[config.mk]
export PLATFORM = sky130hd
export DESIGN_NAME = multi_transfer_seq
export DESIGN_NICKNAME = d
export VERILOG_FILES = /design/src/rtl/mts_pkg.sv /design/src/rtl/mts_prio_enc.sv /design/src/rtl/multi_transfer_seq.sv
export SDC_FILE = /design/constraint.sdc
export NUM_CORES = 1
export LEC_CHECK = 0
export CORE_MARGIN = 5
export CORE_UTILIZATION = 40
export DETAILED_ROUTE_END_ITERATION = 10
export GPL_ROUTABILITY_DRIVEN = 1
export PLACE_DENSITY = 0.86
export SLEW_MARGIN = 30
export SYNTH_ARGS = -nofsm -noshare
export SYNTH_HDL_FRONTEND = slang
export SYNTH_SLANG_ARGS = --single-unit
[constraint.sdc]
create_clock -name clk -period 7.7 [get_ports clk]
set_input_delay 1.155 -clock clk [delete_from_list [all_inputs] [get_ports clk]]
set_output_delay 1.155 -clock clk [all_outputs]
set_load 0.01 [all_outputs]
[src/rtl/mts_pkg.sv]
// Shared definitions for the load/store-multiple sequencer: FSM state encoding.
package mts_pkg;

    typedef logic [1:0] state_t;

    localparam state_t ST_IDLE  = 2'd0;
    localparam state_t ST_ISSUE = 2'd1;
    localparam state_t ST_DONE  = 2'd2;

endpackage

[src/rtl/mts_prio_enc.sv]
// Combinational set-bit finder: lowest set bit when ascending, highest when descending.
module mts_prio_enc #(
    parameter int NREGS = 8,
    parameter int IW    = $clog2(NREGS)
) (
    input  logic [NREGS-1:0] mask,
    input  logic             desc,
    output logic [IW-1:0]    idx,
    output logic             any
);

    // NOTE: every always_comb output gets a default first so no path can infer a latch.
    always_comb begin
        idx = '0;
        if (desc) begin
            // The last match wins, so scan upward to land on the highest set bit.
            for (int i = 0; i < NREGS; i++) begin
                if (mask[i]) idx = IW'(i);
            end
        end else begin
            for (int i = NREGS - 1; i >= 0; i--) begin
                if (mask[i]) idx = IW'(i);
            end
        end
    end

    assign any = |mask;

endmodule

[src/rtl/multi_transfer_seq.sv]
// Load/store-multiple sequencer: walks a register mask, moving one register per
// memory req/ack handshake, ascending or descending from a base address.
module multi_transfer_seq
    import mts_pkg::*;
#(
    parameter int NREGS = 8,
    parameter int AW    = 16,
    parameter int DW    = 16,
    parameter int IW    = $clog2(NREGS)
) (
    input  logic             clk,
    input  logic             proc_rst,
    input  logic             start,
    input  logic             is_store,
    input  logic             desc,
    input  logic [NREGS-1:0] mask,
    input  logic [AW-1:0]    base_addr,
    output logic             busy,
    output logic             done,
    output logic [IW:0]      count,
    output logic [AW-1:0]    final_addr,
    output logic             mem_req,
    output logic             mem_we,
    output logic [AW-1:0]    mem_addr,
    output logic [DW-1:0]    mem_wdata,
    input  logic             mem_ack,
    input  logic [DW-1:0]    mem_rdata,
    output logic [IW-1:0]    rf_raddr,
    input  logic [DW-1:0]    rf_rdata,
    output logic             rf_we,
    output logic [IW-1:0]    rf_waddr,
    output logic [DW-1:0]    rf_wdata
);

    state_t           state;
    logic [NREGS-1:0] rem_mask;
    logic [NREGS-1:0] mask_clr;
    logic [AW-1:0]    addr;
    logic [AW-1:0]    addr_step;
    logic             store_q;
    logic             desc_q;
    logic [IW-1:0]    idx;
    logic             any;

    mts_prio_enc #(.NREGS(NREGS), .IW(IW)) u_prio_enc (
        .mask (rem_mask),
        .desc (desc_q),
        .idx  (idx),
        .any  (any)
    );

    always_comb begin
        mask_clr      = rem_mask;
        mask_clr[idx] = 1'b0;
    end

    assign addr_step = desc_q ? addr - AW'(1) : addr + AW'(1);

    // Request outputs are gated by state so an asynchronous reset zeroes them at once.
    assign mem_req    = (state == ST_ISSUE) && any;
    assign mem_we     = mem_req && store_q;
    assign mem_addr   = mem_req ? addr : '0;
    assign mem_wdata  = mem_req ? rf_rdata : '0;
    assign rf_raddr   = mem_req ? idx : '0;
    assign busy       = (state == ST_ISSUE) || (state == ST_DONE);
    assign done       = (state == ST_DONE);
    // The address register stops moving after the last ack, so it is the end address.
    assign final_addr = addr;

    // NOTE: sequential state uses non-blocking assignments only, so every register
    // samples pre-edge values regardless of statement order.
    always_ff @(posedge clk or negedge proc_rst) begin
        if (!proc_rst) begin
            state    <= ST_IDLE;
            rem_mask <= '0;
            addr     <= '0;
            store_q  <= 1'b0;
            desc_q   <= 1'b0;
            count    <= '0;
            rf_we    <= 1'b0;
            rf_waddr <= '0;
            rf_wdata <= '0;
        end else begin
            rf_we <= 1'b0;
            case (state)
                ST_IDLE: begin
                    if (start) begin
                        rem_mask <= mask;
                        addr     <= base_addr;
                        store_q  <= is_store;
                        desc_q   <= desc;
                        count    <= '0;
                        state    <= (|mask) ? ST_ISSUE : ST_DONE;
                    end
                end
                ST_ISSUE: begin
                    if (mem_req && mem_ack) begin
                        rem_mask <= mask_clr;
                        addr     <= addr_step;
                        count    <= count + (IW + 1)'(1);
                        if (!store_q) begin
                            rf_we    <= 1'b1;
                            rf_waddr <= idx;
                            rf_wdata <= mem_rdata;
                        end
                        if (!(|mask_clr)) state <= ST_DONE;
                    end
                end
                ST_DONE: state <= ST_IDLE;
                default: state <= ST_IDLE;
            endcase
        end
    end

endmodule

### Yosys cells after proc, flatten, opt, wreduce, memory -nomap -nowiden

Index checks and enable logic that the tools add are counted.

* eq/ne operators: 5
* reduce and logical (&&, ||, !) cells: 14
* shift operators: 0
* multipliers: 0
* magnitude comparators: 2
* mux-type cells: 39
* div/mod/pow operators: 0
* bitwise operators: 3
* add/sub/neg operators: 3

Operators by type and width (count)
* $mux 16: 5
* $mux 3: 14
* $pmux 16 s2: 1
* $reduce_or 8->1: 3
* $add 16x1->16 const B: 1
* $mux 8: 2
* $pmux 8 s2: 1
* $sub 16x1->16 const B: 1
* $mux 2: 6
* $reduce_and 3->1: 3
* $and 8x8->8: 1
* $mux 4: 2
* $not 8->8: 1
* $pmux 4 s2: 1
* $mux 1: 5
* $add 4x1->4 const B: 1
* $logic_and 1x1->1: 4
* $lt 3x4->1 const B: 1
* $ne 2x2->1 const B: 2
* $pmux 2 s2: 1
* $demux 1 s3: 1
* $ge 3x1->1 const B: 1
* $eq 2x1->1 const B: 1
* $eq 2x2->1 const B: 1
* other kinds (6): 6

* memory bits (writable): 0
* bits of input ports: 62
* memory bits (read-only): 0
* memories kept: 0
* bits in registers: 52
* word-level logic and storage cells: 75
* bits in latches: 0

### Longest topological paths before layout

* word-level depth: 19
* mapped depth: 11
* gate-level depth less buffers: 10

### Cells and area by module

From an unflattened synthesis, not the netlist that was laid out.

* cell total of the unflattened synthesis: 403
* area, all modules: 3392.0 µm²

By module, submodules not included
* multi_transfer_seq: cells an instance 381, seq. area each 1301.2 µm², area each 3261.9 µm², times used 1
* mts_prio_enc: cells an instance 22, seq. area each 0.0 µm², area each 130.1 µm², times used 1

### Least setup slack after synthesis

OpenSTA, ideal clock, no wires.

* path kind: reg-to-output
* from: register desc_q
* to: output rf_raddr[0]
* required time: 6545 ps
* cell stages (with the launch flop): 7
* arrival time: 1794 ps
* slack: 4751 ps
* cell sequence: dfrtp_1 -> buf_6 -> inv_6 -> or3_4 -> o221ai_4 -> nor2_1 -> nor2b_1

* longest elaborated chain between the ends: 2

RTL lines
* from (decl): line multi_transfer_seq.sv:41 `logic desc_q;`
* from (signal assigned): line multi_transfer_seq.sv:91 `desc_q <= desc;`
* $mux 3: line mts_prio_enc.sv:15 `if (desc) begin`
* $mux 3: line multi_transfer_seq.sv:64 `assign rf_raddr = mem_req ? idx : '0;`
* to (decl): line multi_transfer_seq.sv:28 `output logic [IW-1:0] rf_raddr,`

Every way passes these cells.

### Final worst setup path

* from: register state[1]
* to: output rf_raddr[2]

* longest elaborated chain between the ends: 3

RTL lines
* from (decl): line multi_transfer_seq.sv:35 `state_t state;`
* from (signal assigned): line multi_transfer_seq.sv:93 `state <= (|mask) ? ST_ISSUE : ST_DONE;`
* $eq 2x1->1: line multi_transfer_seq.sv:60 `assign mem_req = (state == ST_ISSUE) && any;`
* $logic_and 1x1->1: line multi_transfer_seq.sv:60
* $mux 3: line multi_transfer_seq.sv:64

Every way passes these cells.

==> flow_summary.json <==
{
  "finClkSkew_ns": 0.01156,
  "ys_ff_latch": 52,
  "placementRows": 34,
  "cts_buffer_depth": 2,
  "synthFlopType": "dfrtp_1",
  "finalNetCount": 637,
  "slew_headroom": 0.4115,
  "setup_slack_ns": 3.523,
  "final.min_clock_period_ns": 4.177,
  "vias": 3663,
  "rsz0062_at_grt": "false",
  "p_switching_w": 0.001204,
  "synth-edff-count": 0,
  "grt_max_degree": 53,
  "area_growth_pct": 41.13,
  "run_status": "completed",
  "io-pin-count": 141,
  "cp-start-kind": "flop",
  "tns_ns": 0,
  "finalPower_w": 0.002525,
  "synth_area_per_cell_sq_um": 8.418,
  "drt_iter0_markers": 315,
  "routedWlPerCell_microns": 16.35,
  "cap_viol_max_count": 0,
  "comb_power_share": 0.715,
  "grt_use_total": 0.1916,
  "pre_cts_ws_ns": 3.584,
  "antenna_cells": 0,
  "cellLeakagePower_nw": 2.190,
  "grt_pass1_vias": 3713,
  "crit_required_ns": 6.55,
  "cp_data_arrival_time_ns": 3.02,
  "gp_congestion": 0.8640,
  "cts_buffers": 5,
  "syn_nets": 511,
  "synth-simple-area-share": 0.2561,
  "grt_overflow": 0,
  "globalRouteMet3Util": 0.04316,
  "ys_seq_area_frac": 0.3595,
  "start_util": 0.4130,
  "met1_usage": 0.2325,
  "cts_resized": 0,
  "drt_first_pass_iters": 5,
  "synthArstFlopShare": 1.000,
  "slew_viol_final": 0,
  "viasPerCell": 5.508,
  "cts_tree": "built",
  "pwr-share-seq": 0.220,
  "synth_area_leader_cell": "dfrtp_1",
  "max_stage_delay_ns": 0.74,
  "grtUsageMet2": 0.3372,
  "synthXorXnorAreaFrac": 0.02662,
  "cts_root_buf": "clkbuf_8",
  "clock-sinks": 52,
  "cp_max_fo": 25,
  "max_freq_ghz": 0.2394,
  "gr-max-usage-layer": "met2",
  "rrSetupSlack_ns": 4.05,
  "syn_area_sq_um": 3620,
  "finalSetupViolations": 0,
  "yosysWarnings": 0,
  "path_cells": "inv_1 > ha_1 > inv_1 > nor2_1 > clkdlybuf4s50_1",
  "synth_top_area_frac": 0.3595,
  "syn_inst": 430,
  "drc_errors": 0,
  "worst_slew_pin_slew_ns": 0.8828,
  "min_path_type": "flop to flop",
  "power.density_nw_per_um2": 494.3,
  "die_x_microns": 105.1,
  "finalWirelength_mm": 10.87,
  "yosys-top-cells-area": "dfrtp_1 (36%), nand2_1 (8.9%), ha_1 (6.2%)",
  "crit_path_end_kind": "output pin",
  "crit_path_top_delay_cell": "ha_1",
  "synth-compound-area-share": 0.2174,
  "ant_nets": 0,
  "crit_type": "flop to output pin",
  "cts.htree.levels": 2,
  "period_share": 0.5424,
  "placed_cell_area_sq_um": 5016,
  "die-area_sq_um": 11050,
  "yosysUniqueCellTypes": 65,
  "holdWs_ns": 0.4835,
  "postCtsSetupBuffers": 0,
  "final_cell_mix": "clkdlybuf4s50_1 (139), nand2_1 (86), dfrtp_1 (51), and2_1 (35), a21oi_1 (34)",
  "grt_pass1_wl_mm": 17.93,
  "post-route-cell-area_sq_um": 5109,
  "synthAdderAreaFrac": 0.06775,
  "synth_top_family_by_area": "simple AND/OR/NAND/NOR gates",
  "drive_above_1_share": 0.06104,
  "clk_pin_slew_worst_paths_ns": 0.11,
  "grt_antenna_before_repair": 0,
  "synthMuxAreaShare": 0.01728,
  "hpwl_mm": 8.286,
  "core_sq_um": 8763,
  "clock_latency_ns": 0.32,
  "clockPowerShare": 0.065,
  "internal_power_w": 0.001321,
  "max-vdd-ir-drop_v": 0.0002263,
  "crit_top_cell": "inv_1",
  "finalHoldViolCount": 0,
  "chipHeight_microns": 105.1,
  "switching_share": 0.4768,
  "final_common_cell": "clkdlybuf4s50_1",
  "hold_buffers": 0,
  "portBuffers": 140
}
==> cells in the mapped netlist, types with 6 or more instances <==
| cell | n |
|---|---|
| clkbuf_1 | 12 |
| nor2_1 | 22 |
| dfrtp_1 | 52 |
| xor2_1 | 8 |
| nor3_1 | 7 |
| o21ai_0 | 30 |
| a21oi_1 | 34 |
| nand3_1 | 7 |
| ha_1 | 18 |
| a31oi_1 | 6 |
| inv_1 | 12 |
| and2_1 | 35 |
| nor4_1 | 7 |
| nand2_1 | 86 |
==> critical path: cells and delay by family (launching register included) <==
kind          cells  cell delay [ns]
buf+inv           3             1.30
fa+ha+maj         1             0.74
flops             1             0.41
simple gates      1             0.26
==> routing by layer <==
layer | vias to the layer above | part of all wire
met5 | - | 0
met4 | 0 | 0.021
met3 | 21 | 0.069
met2 | 138 | 0.51
met1 | 1733 | 0.40
li1 | 1771 | -
==> kinds of logic after synthesis <==
| logic type | Yosys count |
|---|---|
| buffers and inverters | 36 |
| AO/OA/AOI/OAI | 117 |
| XOR/XNOR | 11 |
| adder cells (fa/ha/maj) | 19 |
| multiplexers | 6 |
| flip-flops | 52 |
| AND/OR/NAND/NOR | 189 |
==> final timing paths <==
kind / start / end / depth (start not counted)
worst max-delay path: state[1]$_DFFE_PN0P_ / rf_raddr[2] / 5
worst min-delay path: rf_wdata[14]$_DFFE_PN0P_ / rf_wdata[14]$_DFFE_PN0P_ / 2
worst max register to register: state[1]$_DFFE_PN0P_ / count[3]$_DFFE_PN0P_ / 9
worst min register to register: rf_wdata[14]$_DFFE_PN0P_ / rf_wdata[14]$_DFFE_PN0P_ / 2
max in group asynchronous: proc_rst / desc_q$_DFFE_PN0P_ / 2
min in group asynchronous: proc_rst / rem_mask[5]$_DFFE_PN0P_ / 2
==> area by class of cell <==
class	instances	area [sq um]
clock inverter	3	21.27
sequential	52	1303
fill	786	3655
tap	108	135.1
clock buffer	5	68.82
multi-input combinational	342	2120
inverter	14	57.56
timing repair buffer	141	1404
==> registers in the layout, summed over array words and instances (netlist names) <==
name and cells:
store_q 1, count 4, state 2, rf_we 1, rem_mask 8, rf_wdata 16, final_addr 16, rf_waddr 3
desc_q 1
==> power groups by stage <==
stage | combinational [W] | sequential, W | clock [W]
after floorplan | 0.00117 | 0.000554 | 0
after global placement | 0.00173 | 0.000549 | 0
after detailed placement | 0.00180 | 0.000558 | 0
after CTS | 0.00181 | 0.000552 | 0.000169
after global routing | 0.00199 | 0.000578 | 0.000179
final | 0.00181 | 0.000555 | 0.000165
==> per-stage QoR <==
stage | cells | util
after floorplan | 430 | -
after global routing | 665 | 0.5830
after detailed placement | 657 | 0.5724
final | 665 | 0.5830
after CTS | 665 | 0.5827
after global placement | 657 | 0.5724
(Power assumes the default switching activity.)
==> patch: new RTL, config.mk and constraints unchanged <==
Put one more register stage on the output `count`. The value now appears one clock later. The other outputs are not delayed to match.
--- a/src/rtl/multi_transfer_seq.sv
+++ b/src/rtl/multi_transfer_seq.sv
@@ -31,6 +31,8 @@
     output logic [IW-1:0]    rf_waddr,
     output logic [DW-1:0]    rf_wdata
 );
+
+    logic [IW:0] count_s0;
 
     state_t           state;
     logic [NREGS-1:0] rem_mask;
@@ -76,7 +78,7 @@
             addr     <= '0;
             store_q  <= 1'b0;
             desc_q   <= 1'b0;
-            count    <= '0;
+            count_s0 <= '0;
             rf_we    <= 1'b0;
             rf_waddr <= '0;
             rf_wdata <= '0;
@@ -89,7 +91,7 @@
                         addr     <= base_addr;
                         store_q  <= is_store;
                         desc_q   <= desc;
-                        count    <= '0;
+                        count_s0 <= '0;
                         state    <= (|mask) ? ST_ISSUE : ST_DONE;
                     end
                 end
@@ -97,7 +99,7 @@
                     if (mem_req && mem_ack) begin
                         rem_mask <= mask_clr;
                         addr     <= addr_step;
-                        count    <= count + (IW + 1)'(1);
+                        count_s0 <= count_s0 + (IW + 1)'(1);
                         if (!store_q) begin
                             rf_we    <= 1'b1;
                             rf_waddr <= idx;
@@ -112,5 +114,9 @@
         end
     end
 
+    always_ff @(posedge clk) begin
+        count <= count_s0;
+    end
+
 endmodule
 
Function: changed (Yosys sat finds a counterexample within 4 cycles, from zero or initial values and one cycle with proc_rst low).
==> patch against the unedited design <==
- non-clock buffer count up 1
- largest power group unchanged
- routed wire length fell by 4.8%
- utilization grew 0.34 points
- total power decreased by 10%
- sequential cell count up 4
- area after synthesis down 2.8%
- first-iteration DRC count is 42% lower
- worst setup slack lost 0.94 ns
- sequential share of layout area is 1.8 points higher
- global-route usage shrank 0.61 points
- final area is 0.88% lower
- synthesized cell count is 0.23% lower
==> patch: results (changes against the unedited design) <==
Synth top cells by count=nand2_1, dfrtp_1, o21ai_0, a21oi_1, and2_1; fraction of registers with async set/reset=0.9286 (-0.07143); Skew-Pair Late Insertion Delay=0.32 ns (about the same); synth top area cells=dfrtp_1, nand2_1, ha_1; register area share after synthesis=0.3927 (+0.03325); CP max FO=29 (+16%); GPL Wtd Cong=0.9080 (+5.1%); Reg clk slew, reported paths=0.11 ns (about the same); fin cells=667 (+0.30%); GRT Overall Usage=0.1855 (-0.006051); H-tree depth=2 (unchanged); clock skew=0.01324 ns (+0.001681 ns); DP HPWL=7.855 mm (-5.2%); VDD IR max=0.2632 mV (+16%); dpl cell area=0.004972 mm² (-0.87%); CP max-delay cell=ha_1; crit path DAT=3.97 ns (+0.95 ns); CTS Buffer Depth=2 (unchanged); worst hold path type=reg -> reg; drt wl/cell=15.51 µm (-5.1%); CTS Root Buffer Type=clkbuf_8; Pre-antenna DRT Iters=5 (unchanged); DR vias/cell=5.297 (-3.8%); grt met1 use=0.2535 (+0.02102); GR met3 Demand/Resource=0.04353 (+0.0003757); layout cells sized above 1=0.03936 (-0.02169); Nets=639 (+0.31%); Lkg Pwr=2.173 nW (-0.77%); Mapped Cells=429 (-0.23%); initial antenna violation count=0 (unchanged); grt met2 use=0.2992 (-0.03805); antenna cells=0 (unchanged); Top FF cell, synth=dfrtp_1; P_sw=1.061 mW (-12%); pin count of the biggest net entering global routing=53 (unchanged); synth unique cells=55 (-15%); yosys warns=0 (unchanged); status=completed; CP delay by family, top=buffers and inverters; Mapped Nets=510 (-0.20%); vias in the first global route=3497 (-5.8%); Placed Instances=659 (+0.30%); 1st-iter DRT viols=183 (-42%); first-pass GRT wire length=17.08 mm (-4.7%); slew margin rel.=0.3842 (-0.02730)
-- patch: cell families after synthesis --
group	synth area share
buffers and inverters	0.04127
adders and majority gates	0.06973
muxes	0.02348
xor gates and xnor gates	0.02490
DFF	0.3927
and+or+nand+nor	0.2654
AOI/OAI and AO/OA	0.1825
-- patch: power by group through the flow --
stage	registers (mW)	clock network, mW	logic [mW]
finish	0.562	0.171	1.53
global route	0.585	0.182	1.69
CTS	0.560	0.173	1.53
detailed placement	0.566	0	1.52
global placement	0.565	0	1.48
floorplan	0.572	0	0.963
-- patch: through the flow --
stage | setup slack (ns) | power [mW]
floorplan | 4.900 | 1.535
global placement | 3.064 | 2.048
detailed placement | 2.913 | 2.089
CTS | 2.549 | 2.263
global route | 2.218 | 2.453
finish | 2.579 | 2.265
-- patch: worst paths after layout --
kind                                  start              to  slack [ns]  depth (start not counted)
worst min-delay path            count_s0[2]        count[2]        0.43                          0
worst max register to register     state[1]     rem_mask[6]        3.41                          9
worst max-delay path               state[1]     rf_raddr[1]        2.58                          8
max in group asynchronous          proc_rst  final_addr[11]        6.30                          2
worst min register to register  count_s0[2]        count[2]        0.43                          0
min in group asynchronous          proc_rst     rf_wdata[2]        0.95                          2
-- patch: cell type report --
type,count,area (µm²)
fill,750,3572
multi-input combinational,340,1996
timing repair buffer,142,1411
sequential,56,1381
tap,108,135.1
clock buffer,5,68.82
inverter,13,48.80
clock inverter,3,22.52
-- patch: metal layers --
| layer | share of wire | routed length, µm |
|---|---|---|
| met4 | 0.0098 | 101 |
| met5 | 0 | 0 |
| met2 | 0.47 | 4846 |
| met3 | 0.065 | 668 |
| met1 | 0.46 | 4732 |
